[src/rtl/cpu64_l1_evict_reader_pkg.sv]
// Shared constants and types for the L1 eviction / probe-response reader:
// line geometry, MESI encodings, TileLink C-channel opcodes and FSM states.
package cpu64_l1_evict_reader_pkg;

  // Line geometry: a 64-byte line is moved as eight 64-bit words.
  localparam int unsigned LINE_BYTES = 64;
  localparam int unsigned WORD_BYTES = 8;
  localparam int unsigned BEATS      = LINE_BYTES / WORD_BYTES;
  localparam int unsigned OFFSET_W   = 6;
  localparam int unsigned WORD_W     = 3;

  // TileLink size field for a full line (log2 of LINE_BYTES).
  localparam logic [3:0] C_SIZE_LINE = 4'd6;

  // Coherence state of a line as held in the state array.
  typedef enum logic [1:0] {
    MESI_N  = 2'd0,  // nothing (invalid)
    MESI_B  = 2'd1,  // branch (shared, clean)
    MESI_T  = 2'd2,  // trunk (exclusive, clean)
    MESI_TT = 2'd3   // dirty trunk: line must be written back with data
  } mesi_e;

  // TileLink C-channel opcodes used by this block.
  localparam logic [2:0] TL_C_PROBEACK     = 3'd4;
  localparam logic [2:0] TL_C_PROBEACKDATA = 3'd5;
  localparam logic [2:0] TL_C_RELEASE      = 3'd6;
  localparam logic [2:0] TL_C_RELEASEDATA  = 3'd7;

  // Reader FSM.
  typedef enum logic [1:0] {
    ST_IDLE   = 2'd0,
    ST_LOOKUP = 2'd1,
    ST_SEND   = 2'd2,
    ST_UPDATE = 2'd3
  } evict_state_e;

  // Select the C-channel opcode from message family and whether data rides along.
  function automatic logic [2:0] c_opcode(input logic is_release, input logic has_data);
    logic [2:0] op;
    if (is_release) op = has_data ? TL_C_RELEASEDATA : TL_C_RELEASE;
    else            op = has_data ? TL_C_PROBEACKDATA : TL_C_PROBEACK;
    return op;
  endfunction

endpackage

[src/rtl/cpu64_l1_evict_reader.sv]
// L1 eviction / probe-response reader. Reads a victim or probed line out of
// the data/tag/state arrays one word per beat, emits it on the TileLink C
// channel, then rewrites the line's tag with its new coherence state.
// While busy_o is high this block owns the array port; the L1 top muxes the
// port between this block and the fill path on busy_o.
module cpu64_l1_evict_reader
  import cpu64_l1_evict_reader_pkg::*;
#(
  parameter int SETS     = 32,
  parameter int WAYS     = 8,
  parameter int TAG_W    = 53,
  parameter int INDEX_W  = 5,
  parameter int SOURCE_W = 4
) (
  input  logic                clk_i,
  input  logic                rst_ni,

  // Request from the miss/probe controller
  input  logic                req_valid_i,
  output logic                req_ready_o,
  input  logic                req_is_release_i,
  input  logic [INDEX_W-1:0]  req_index_i,
  input  logic [2:0]          req_way_i,
  input  logic [2:0]          req_param_i,
  input  logic [1:0]          req_new_state_i,
  input  logic [SOURCE_W-1:0] req_source_i,
  output logic                busy_o,
  output logic                done_o,

  // Array read/write port
  output logic [INDEX_W-1:0]  arr_index_o,
  output logic [2:0]          arr_word_sel_o,
  output logic [2:0]          arr_way_sel_o,
  input  logic [63:0]         arr_rdata_i,
  input  logic [TAG_W-1:0]    arr_tag_i,
  input  logic [1:0]          arr_state_i,
  output logic                arr_write_en_o,
  output logic [7:0]          arr_be_o,
  output logic [TAG_W-1:0]    arr_tag_o,
  output logic [1:0]          arr_state_o,

  // TileLink C channel
  output logic                c_valid_o,
  input  logic                c_ready_i,
  output logic [2:0]          c_opcode_o,
  output logic [2:0]          c_param_o,
  output logic [3:0]          c_size_o,
  output logic [SOURCE_W-1:0] c_source_o,
  output logic [63:0]         c_address_o,
  output logic [63:0]         c_data_o
);

  // Geometry sanity: the way/word selects are fixed at 3 bits and the
  // address is {tag, index, offset} packed into 64 bits.
  if (WAYS != 8 || SETS != (1 << INDEX_W) || (TAG_W + INDEX_W + OFFSET_W) != 64)
  begin : g_bad_geometry
    $error("cpu64_l1_evict_reader: unsupported cache geometry");
  end

  // -------------------------------------------------------------------------
  // State
  // -------------------------------------------------------------------------
  evict_state_e          state_q;
  logic [INDEX_W-1:0]    index_q;
  logic [2:0]            way_q;
  logic                  is_release_q;
  logic [2:0]            param_q;
  logic [1:0]            new_state_q;
  logic [SOURCE_W-1:0]   source_q;
  logic [TAG_W-1:0]      tag_q;
  logic                  dirty_q;
  logic [63:0]           c_data_q;
  logic [WORD_W-1:0]     rd_ptr_q;
  logic [WORD_W-1:0]     beat_cnt_q;

  logic in_lookup;
  logic in_send;
  logic in_update;
  logic c_fire;
  logic last_beat;

  assign in_lookup = (state_q == ST_LOOKUP);
  assign in_send   = (state_q == ST_SEND);
  assign in_update = (state_q == ST_UPDATE);
  assign c_fire    = in_send && c_ready_i;

  // A clean line is a single dataless beat; a dirty line ends on its eighth beat.
  assign last_beat = !dirty_q || (beat_cnt_q == WORD_W'(BEATS - 1));

  // -------------------------------------------------------------------------
  // FSM and datapath registers
  // -------------------------------------------------------------------------
  // Sequence request capture, array lookup, beat transmission and state update.
  // NOTE: every register here uses non-blocking assignment so that all
  // next-state values are computed from the same pre-edge snapshot.
  always_ff @(posedge clk_i or negedge rst_ni) begin
    if (!rst_ni) begin
      state_q      <= ST_IDLE;
      index_q      <= '0;
      way_q        <= '0;
      is_release_q <= 1'b0;
      param_q      <= '0;
      new_state_q  <= '0;
      source_q     <= '0;
      tag_q        <= '0;
      dirty_q      <= 1'b0;
      c_data_q     <= '0;
      rd_ptr_q     <= '0;
      beat_cnt_q   <= '0;
    end else begin
      unique case (state_q)
        ST_IDLE: begin
          if (req_valid_i) begin
            index_q      <= req_index_i;
            way_q        <= req_way_i;
            is_release_q <= req_is_release_i;
            param_q      <= req_param_i;
            new_state_q  <= req_new_state_i;
            source_q     <= req_source_i;
            state_q      <= ST_LOOKUP;
          end
        end

        ST_LOOKUP: begin
          // Word 0 is on arr_rdata_i now; preload it so the first beat is
          // presented straight out of a register with no bubble.
          tag_q      <= arr_tag_i;
          dirty_q    <= (arr_state_i == MESI_TT);
          c_data_q   <= arr_rdata_i;
          rd_ptr_q   <= WORD_W'(1);
          beat_cnt_q <= '0;
          state_q    <= ST_SEND;
        end

        ST_SEND: begin
          if (c_fire) begin
            if (last_beat) begin
              state_q <= ST_UPDATE;
            end else begin
              // arr_word_sel_o is rd_ptr_q, so this loads the next word.
              // rd_ptr_q wraps to 0 after word 7; that read is never sent.
              c_data_q   <= arr_rdata_i;
              rd_ptr_q   <= rd_ptr_q + WORD_W'(1);
              beat_cnt_q <= beat_cnt_q + WORD_W'(1);
            end
          end
        end

        ST_UPDATE: begin
          state_q <= ST_IDLE;
        end

        default: state_q <= ST_IDLE;
      endcase
    end
  end

  // -------------------------------------------------------------------------
  // Outputs: decoded from registers only, so no input-to-output paths.
  // -------------------------------------------------------------------------
  assign req_ready_o = (state_q == ST_IDLE);
  assign busy_o      = (state_q != ST_IDLE);
  assign done_o      = in_update;

  // Array port: addressed only while this block owns it.
  assign arr_index_o    = busy_o ? index_q : '0;
  assign arr_way_sel_o  = busy_o ? way_q : '0;
  assign arr_word_sel_o = in_send ? rd_ptr_q : '0;

  // State-only write: the tag goes back unchanged and no data bytes are enabled.
  assign arr_write_en_o = in_update;
  assign arr_be_o       = '0;
  assign arr_tag_o      = in_update ? tag_q : '0;
  assign arr_state_o    = in_update ? new_state_q : '0;

  // C channel: every field comes from a register, so all of them hold steady
  // while a beat is stalled by c_ready_i.
  assign c_valid_o   = in_send;
  assign c_opcode_o  = in_send ? c_opcode(is_release_q, dirty_q) : '0;
  assign c_param_o   = in_send ? param_q : '0;
  assign c_size_o    = C_SIZE_LINE;
  assign c_source_o  = in_send ? source_q : '0;
  assign c_address_o = in_send ? {tag_q, index_q, {OFFSET_W{1'b0}}} : '0;
  assign c_data_o    = (in_send && dirty_q) ? c_data_q : '0;

  // in_lookup documents the capture cycle; it has no output of its own.
  logic unused_lookup;
  assign unused_lookup = in_lookup;

endmodule

[config.mk]
export PLATFORM = sky130hd
export DESIGN_NAME = cpu64_l1_evict_reader
export DESIGN_NICKNAME = d
export VERILOG_FILES = /design/src/rtl/cpu64_l1_evict_reader_pkg.sv /design/src/rtl/cpu64_l1_evict_reader.sv
export SDC_FILE = /design/constraint.sdc
export NUM_CORES = 1
export LEC_CHECK = 0
export CAP_MARGIN = 20
export CORE_ASPECT_RATIO = 0.7
export CORE_MARGIN = 3
export CORE_UTILIZATION = 40
export CTS_BUF_LIST = sky130_fd_sc_hd__clkbuf_8
export DETAILED_ROUTE_END_ITERATION = 16
export PLACE_DENSITY = 0.79
export SYNTH_ARGS = -nofsm -noshare
export SYNTH_HDL_FRONTEND = slang
export SYNTH_SLANG_ARGS = --single-unit
[constraint.sdc]
create_clock -name clk_i -period 6.15 [get_ports clk_i]
set_input_delay 0.9225 -clock clk_i [delete_from_list [all_inputs] [get_ports clk_i]]
set_output_delay 0.9225 -clock clk_i [all_outputs]
set_load 0.005 [all_outputs]
==> results of run 1 <==
## worst reg2reg max path: stages (launching register included)
cell and delay [ns]:
dfrtp_1 0.42, inv_1 0.13, ha_4 0.50, buf_4 0.64, and4b_4 0.43, a21o_4 0.79
mux2_2 0.53
## cells in the final DEF (no fill, tap or decap), drive strengths merged
| cell type | netlist | final |
|---|---|---|
| a211o | 1 | 1 |
| a21o | 1 | 1 |
| a21oi | 1 | 1 |
| a22o | 3 | 3 |
| and2 | 124 | 124 |
| and3 | 64 | 64 |
| and4b | 1 | 1 |
| buf | 33 | 6 |
| bufinv | 0 | 2 |
| clkbuf | 30 | 17 |
| clkdlybuf4s50 | 0 | 342 |
| clkinvlp | 0 | 5 |
| conb | 2 | 18 |
| dfrtp | 144 | 144 |
| ha | 7 | 7 |
| inv | 5 | 13 |
| mux2 | 136 | 136 |
| mux2i | 1 | 1 |
| nand2 | 2 | 2 |
| nand3 | 1 | 1 |
| nand3b | 1 | 1 |
| nand4b | 1 | 1 |
| nor2 | 1 | 1 |
| nor2b | 8 | 8 |
| nor3b | 2 | 2 |
| o21ai | 2 | 2 |
| o221a | 1 | 1 |
| o22a | 1 | 1 |
## cell families after synthesis
family | after synthesis
and+or+nand+nor | 205
other | 2
muxes | 137
buffers and inverters | 68
AOI/OAI and AO/OA | 10
adders and majority gates | 7
DFF | 144
## area by class of cell
type                    count  area [µm²]
inverters                   5        18.8
well taps                 231         289
repair buffers            348        3470
clock inverters            15         173
clock buffers              17         234
multi-input cells         377        3270
fillers                  1343        6310
flip-flops and latches    144        3600
## flip-flops by register name (all words and copies together), names as in the netlist, 2 cells and up
| name | cells |
|---|---|
| source_q | 4 |
| rd_ptr_q | 3 |
| c_data_q | 64 |
| way_q | 3 |
| index_q | 5 |
| param_q | 3 |
| beat_cnt_q | 3 |
| new_state_q | 2 |
| state_q | 2 |
| tag_q | 53 |
## through the flow
step	util	area, µm²	hold slack (ns)	power, mW
2_1_floorplan	-	7250	0.457	3.18
3_3_place_gp	0.613	10700	0.472	4.33
3_5_place_dp	0.613	10700	0.479	4.41
4_1_cts	0.637	11100	0.488	5.21
5_1_grt	0.637	11100	0.502	5.48
6_report	0.637	11100	0.488	5.16
## worst paths after layout
check                               from       endpoint  slack (ns)
setup reg to reg              state_q[0]   c_data_q[63]        2.61
min in group asynchronous         rst_ni   c_data_q[40]        0.51
hold / removal             beat_cnt_q[0]  beat_cnt_q[0]        0.49
setup / recovery              state_q[0]  c_opcode_o[0]        2.11
max in group asynchronous         rst_ni   c_data_q[26]        4.32
hold reg to reg            beat_cnt_q[0]  beat_cnt_q[0]        0.49
## power by group
group          total [mW]  internal, mW  switching (mW)
logic                2.63          1.69           0.942
clock network       0.784         0.373           0.411
registers            1.75          1.43           0.313
## routing by layer
layer  part of all wire  vias to the layer above
met1               0.43                     2674
met5                  0                        -
li1                   -                     2536
met4              0.014                        0
met3              0.071                       19
met2               0.48                      205
==> summary.txt, run 1 <==
Route
  – # DRC: 0
  – Initial DRC Count: approximately 330
  – Vias: 5434
  – Detailed Route WL: roughly 21 mm
  – Via density: 4.78
  – Wire per inst: ~18 µm
  – 1st-pass router iterations: 4
  – Antenna-violating nets left: 0

Layout
  – Layout cells sized above 1: 0.198
  – Area Overhead vs Synth: 53.8%
  – Nets: roughly 1000
  – Diode count: 0
  – Layout Cells excl Fill: ~1100

Floorplanning
  – Die area: around 20000 µm²
  – Die W: 166 µm
  – FP Rows: 40
  – Chip height: ~120 µm
  – Initial Utilization: 0.414
  – Core Box Area: ~17000 µm²
  – # IOs: between 300 and 400

Timing
  – Setup WS post-layout: approximately 2.1 ns
  – Tcrit/Tclk final: 0.658
  – Max-slew violations: 0
  – Final Hold Vio Count: 0
  – Tmin final: 4.04 ns
  – Final setup violation count: 0
  – Unrepaired setup endpoints after global routing: false
  – Worst clock skew: about 0.013 ns
  – Relative slew slack: 0.249
  – Fmax: approximately 250 MHz
  – Worst Tran Pin Value: 1.13 ns
  – Setup TNS: 0 ns

Run status
  – Result of the run: finished, final reports clean

Synth
  – Post-Syn Area: 7190 µm²
  – Synth Area in Adders: 0.0122
  – Leading area contributor after synthesis: dfrtp_1
  – Post-synthesis sequential area ratio: 0.501
  – Synth top area cells: dfrtp_1 (50%), mux2_2 (14%), and2_1 (11%)
  – Xor and xnor area share after synthesis: 0
  – Synth Register Bits: approximately 140
  – Ys flop type: dfrtp_1
  – YS warnings: 0
  – Syn avg cell area: between 10 and 15 µm²
  – Post-synth EDFFs: 0
  – Syn Inst Count: between 500 and 600
  – Post-synthesis mux area share: 0.240
  – Top-area cell type share of the netlist area: 0.501
  – Largest family of logic cells by synthesized area: multiplexers
  – Post-synth ARST share: 1.00
  – Top post-synthesis cells by count: dfrtp_1 (144), and2_1 (124), mux2_2 (87)
  – Simple-gate share of the synthesized area: 0.179
  – Synth unique cells: 29
  – Synth Area in Compound Gates: 0.0108
  – Dominant cell by count in the synthesized netlist: dfrtp_1

Worst hold path
  – Worst Hold Class: reg -> reg
  – Hold Crit Depth: 1

Global routing
  – GRT Max-Usage Layer: met2
  – GR Layer Usage met2: 0.336
  – Met3 global-route usage: 0.0679
  – Global-route wire length before repair: about 32 mm
  – Total Routing Usage GR: 0.207
  – M1 GR Usage: 0.267
  – Largest net degree at the start of global routing: 86
  – Vias in the first global route: between 5000 and 6000
  – Total gr overflow: 0
  – Initial antenna violation count: 0

Pwr
  – Peak supply drop: 244 µV
  – Leak pwr: between 4 and 5 nW
  – Cell Pwr Density: 466 nW/µm²

CTS
  – Worst-path clk slew: around 0.08 ns
  – H-tree levels: 4
  – Hold Buf Count CTS: 0
  – Cts repair resizes: 0
  – CTS tree: done
  – Clk buf depth: 2
  – CTS buffer count: 17
  – Total setup buffers inserted after CTS: 0
  – Number of clock sinks: about 140
  – Root Driver: clkbuf_8
  – Skew-Pair Late Insertion Delay: about 0.46 ns

Critical path
  – Critical Path Stages: 6
  – Delay-heaviest family, CP: buffers and inverters
  – CP arrival: 3.12 ns
  – Cell mode on critical path: inv_1
  – CP max FO: 76
  – Critical Path RT: 5.23 ns
  – CP max stage cell: buf_4
  – Crit-path cells: inv_1 > ha_4 > buf_4 > inv_1 > nor2_1 > clkdlybuf4s50_1
  – Max incr delay on CP: 0.62 ns
  – Crit end category: output pin
  – Crit path launch type: flip-flop
  – Crit Path Category: reg -> out
  – Reg2Reg Depth: 6
  – WP buf/inv: 4

Place
  – GPL Wtd Cong: about 0.8
  – Detailed Place HPWL: roughly 15 mm
  – # port buffers: 343
  – Post-Place Setup Slack: around 2.6 ns
  – Placed cell count: 1105

Flow run
  – Max Cap Viol: 0
Note: power is estimated with default switching activity, not from simulation.
==> run 2, diff against run 1 <==
- CORE_UTILIZATION: 40 -> 38
- clock period: 6.15 -> 3.3 ns (I/O delays scaled with it)
==> run 2 against run 1 <==
Net effect:
- sequential share of layout area decreased by 0.36 points
- largest power group unchanged
- combinational power increased by 90%
- via count increased by 0.53%
- critical path depth decreased by 1
- routed wire length about the same
- cell count increased by 0.97%
- die area increased by 5.0%
- clock skew increased by 0.0019 ns
- largest cell class unchanged
- register-to-register slack got worse by 1.8 ns
- highest routed layer unchanged
==> summary.txt, run 2 (synthesized netlist as in run 1, its figures left out) <==
Global routing
  – Global-route wire length before repair: 32.1 mm (-0.24%)
  – Total Routing Usage GR: 0.200 (-0.00691)
  – Initial antenna violation count: 0 (unchanged)
  – Total gr overflow: 0 (unchanged)
  – Vias in the first global route: 5696 (+0.80%)
  – Largest net degree at the start of global routing: 70 (-19%)

Pwr
  – Leak pwr: 4.90 nW (+1.6%)
  – Overall Power: 9.71 mW (+88%)
  – Peak supply drop: 450 µV (+84%)
  – Cell Pwr Density: 868 nW/µm² (+86%)

Critical path
  – Critical Path RT: 2.80 ns (-2.43 ns)
  – CP arrival: 2.54 ns (-0.58 ns)
  – Worst reg2reg setup slack: 0.81 ns (-1.80 ns)
  – Crit Path Category: reg -> out
  – CP max FO: 54 (-29%)
  – Crit-path cells: inv_1 > ha_4 > buf_4 > and3_1 > clkdlybuf4s50_1
  – Worst setup path start: state_q[0]
  – Worst setup path endpoint: c_data_o[2]
  – Crit end category: output pin
  – Crit path launch type: flip-flop
  – Reg2reg start: state_q[0]
  – Max incr delay on CP: 0.52 ns (-0.10 ns)
  – CP max stage cell: clkdlybuf4s50_1
  – Reg2Reg Depth: 6 (unchanged)
  – R2R Path End: c_data_q[49]

CTS
  – Number of clock sinks: 144 (unchanged)
  – H-tree levels: 4 (unchanged)
  – Cts repair resizes: 0 (unchanged)
  – CTS tree: done
  – Worst-path clk slew: 0.08 ns (about the same)
  – Root Driver: clkbuf_8
  – Skew-Pair Late Insertion Delay: 0.45 ns (about the same)
  – Total setup buffers inserted after CTS: 0 (unchanged)
  – Clk buf depth: 2 (unchanged)
  – CTS buffer count: 17 (unchanged)
  – Hold Buf Count CTS: 0 (unchanged)

Timing
  – Worst Tran Pin Value: 0.782 ns (-0.345 ns)
  – Final Hold Vio Count: 0 (unchanged)
  – Max-slew violations: 0 (unchanged)
  – Relative slew slack: 0.478 (+0.229)
  – Final setup violation count: 0 (unchanged)
  – Tcrit/Tclk final: 0.921
  – Worst clock skew: 0.0146 ns (+0.00194 ns)
  – Setup TNS: 0 ns (unchanged)
  – Unrepaired setup endpoints after global routing: false
  – Tmin final: slightly above 3 ns
  – Fmax: between 300 and 400 MHz
  – Setup WS post-layout: 0.260 ns (-1.85 ns)

Layout
  – Layout Cells excl Fill: 1148 (+0.97%)
  – Commonest non-fill, non-tap cell in the layout: clkdlybuf4s50_1
  – Diode count: 0 (unchanged)
  – Area Overhead vs Synth: 55.5%
  – Most frequent cells in the layout: clkdlybuf4s50_1 (342), dfrtp_1 (144), and2_1 (124), mux2_2 (87), and3_1 (64)
  – Largest regs: c_data_q: 64 flops, tag_q: 53 flops, index_q: 5 flops
  – Layout cells sized above 1: 0.198 (+0.000893)
  – Largest register FFs: 64 (unchanged)
  – Nets: 1047 (+0.58%)
  – Reg with most FFs: c_data_q

Route
  – Post-Route M1 WL: 8.73 mm (-3.4%)
  – Vias: 5463 (+0.53%)
  – Wire per inst: 18.1 µm (-1.0%)
  – Top routing layer used: met4
  – Wire length on met3: 1.67 mm (+13%)
  – 1st-pass router iterations: 4 (unchanged)
  – Via density: 4.76 (-0.43%)
  – # DRC: 0 (unchanged)
  – Wire length on met2: 10.1 mm (+0.66%)
  – Antenna-violating nets left: 0 (unchanged)
  – Detailed Route WL: 20.8 mm (about the same)
  – Initial DRC Count: 220 (-34%)

Worst hold path
  – Worst Hold Class: in -> async

Floorplanning
  – Core Box Area: 18300 µm² (+5.2%)
  – Initial Utilization: 0.394 (-0.0203)
  – FP Rows: 41 (+2.5%)
  – Die W: 170 µm (+2.5%)
  – Chip height: 121 µm (+2.5%)
  – # IOs: 362 (unchanged)
  – Die area: 20600 µm² (+5.0%)

Run status
  – Result of the run: finished, final reports clean

Place
  – Placed cell count: 1116 (+1.0%)
  – Detailed Place HPWL: 15.4 mm (+3.8%)
  – # port buffers: 343 (unchanged)
  – GPL Wtd Cong: 0.760 (-3.1%)
  – Post-Place Setup Slack: 0.733 ns (-1.88 ns)

Flow run
  – Max Cap Viol: 0 (unchanged)
## run 2: how the worst min path moves through the flow
stage / start / to / slack, ns / cells after the start
2_1_floorplan: rst_ni / beat_cnt_q[0] / 0.20 / 0
3_3_place_gp: beat_cnt_q[0] / beat_cnt_q[0] / 0.47 / 1
3_5_place_dp: beat_cnt_q[0] / beat_cnt_q[0] / 0.48 / 1
4_1_cts: rst_ni / c_data_q[39] / 0.05 / 1
5_1_grt: rst_ni / c_data_q[39] / 0.05 / 1
6_report: rst_ni / c_data_q[39] / 0.03 / 1
## run 2: per-stage QoR
step | hold slack, ns | cell area [µm²] | utilization
2_1_floorplan | 0.199 | 7250 | -
3_5_place_dp | 0.477 | 10800 | 0.590
4_1_cts | 0.0466 | 11200 | 0.612
3_3_place_gp | 0.468 | 10800 | 0.590
5_1_grt | 0.0476 | 11200 | 0.612
6_report | 0.0333 | 11200 | 0.612
## run 2: cell type report
cell class                      count  area [µm²]
Fill cell                        1509        7080
Clock buffer                       17         234
Clock inverter                     15         170
Tap cell                          236         295
Sequential cell                   144        3600
Timing Repair Buffer              354        3590
Inverter                            5        18.8
Multi-Input combinational cell    377        3270
## run 2: worst max-delay path, delay by kind of cell (launching register included)
| kind | cells | cell delay (ns) |
|---|---|---|
| and+or+nand+nor | 1 | 0.20 |
| DFF | 1 | 0.42 |
| adders and majority gates | 1 | 0.46 |
| buffers and inverters | 3 | 0.99 |
## run 2: layer usage
metal,vias up,GRT usage
li1,2553,-
met1,2673,0.250
met2,215,0.329
met3,22,0.0736
met4,0,0.0542
met5,-,0
## run 2: power breakdown
group | internal (mW) | leakage [nW] | switching, mW | total (mW)
clock | 0.745 | 0.216 | 0.695 | 1.44
sequential | 2.67 | 1.70 | 0.580 | 3.25
combinational | 3.23 | 2.98 | 1.79 | 5.01
total | 6.64 | 4.90 | 3.06 | 9.71
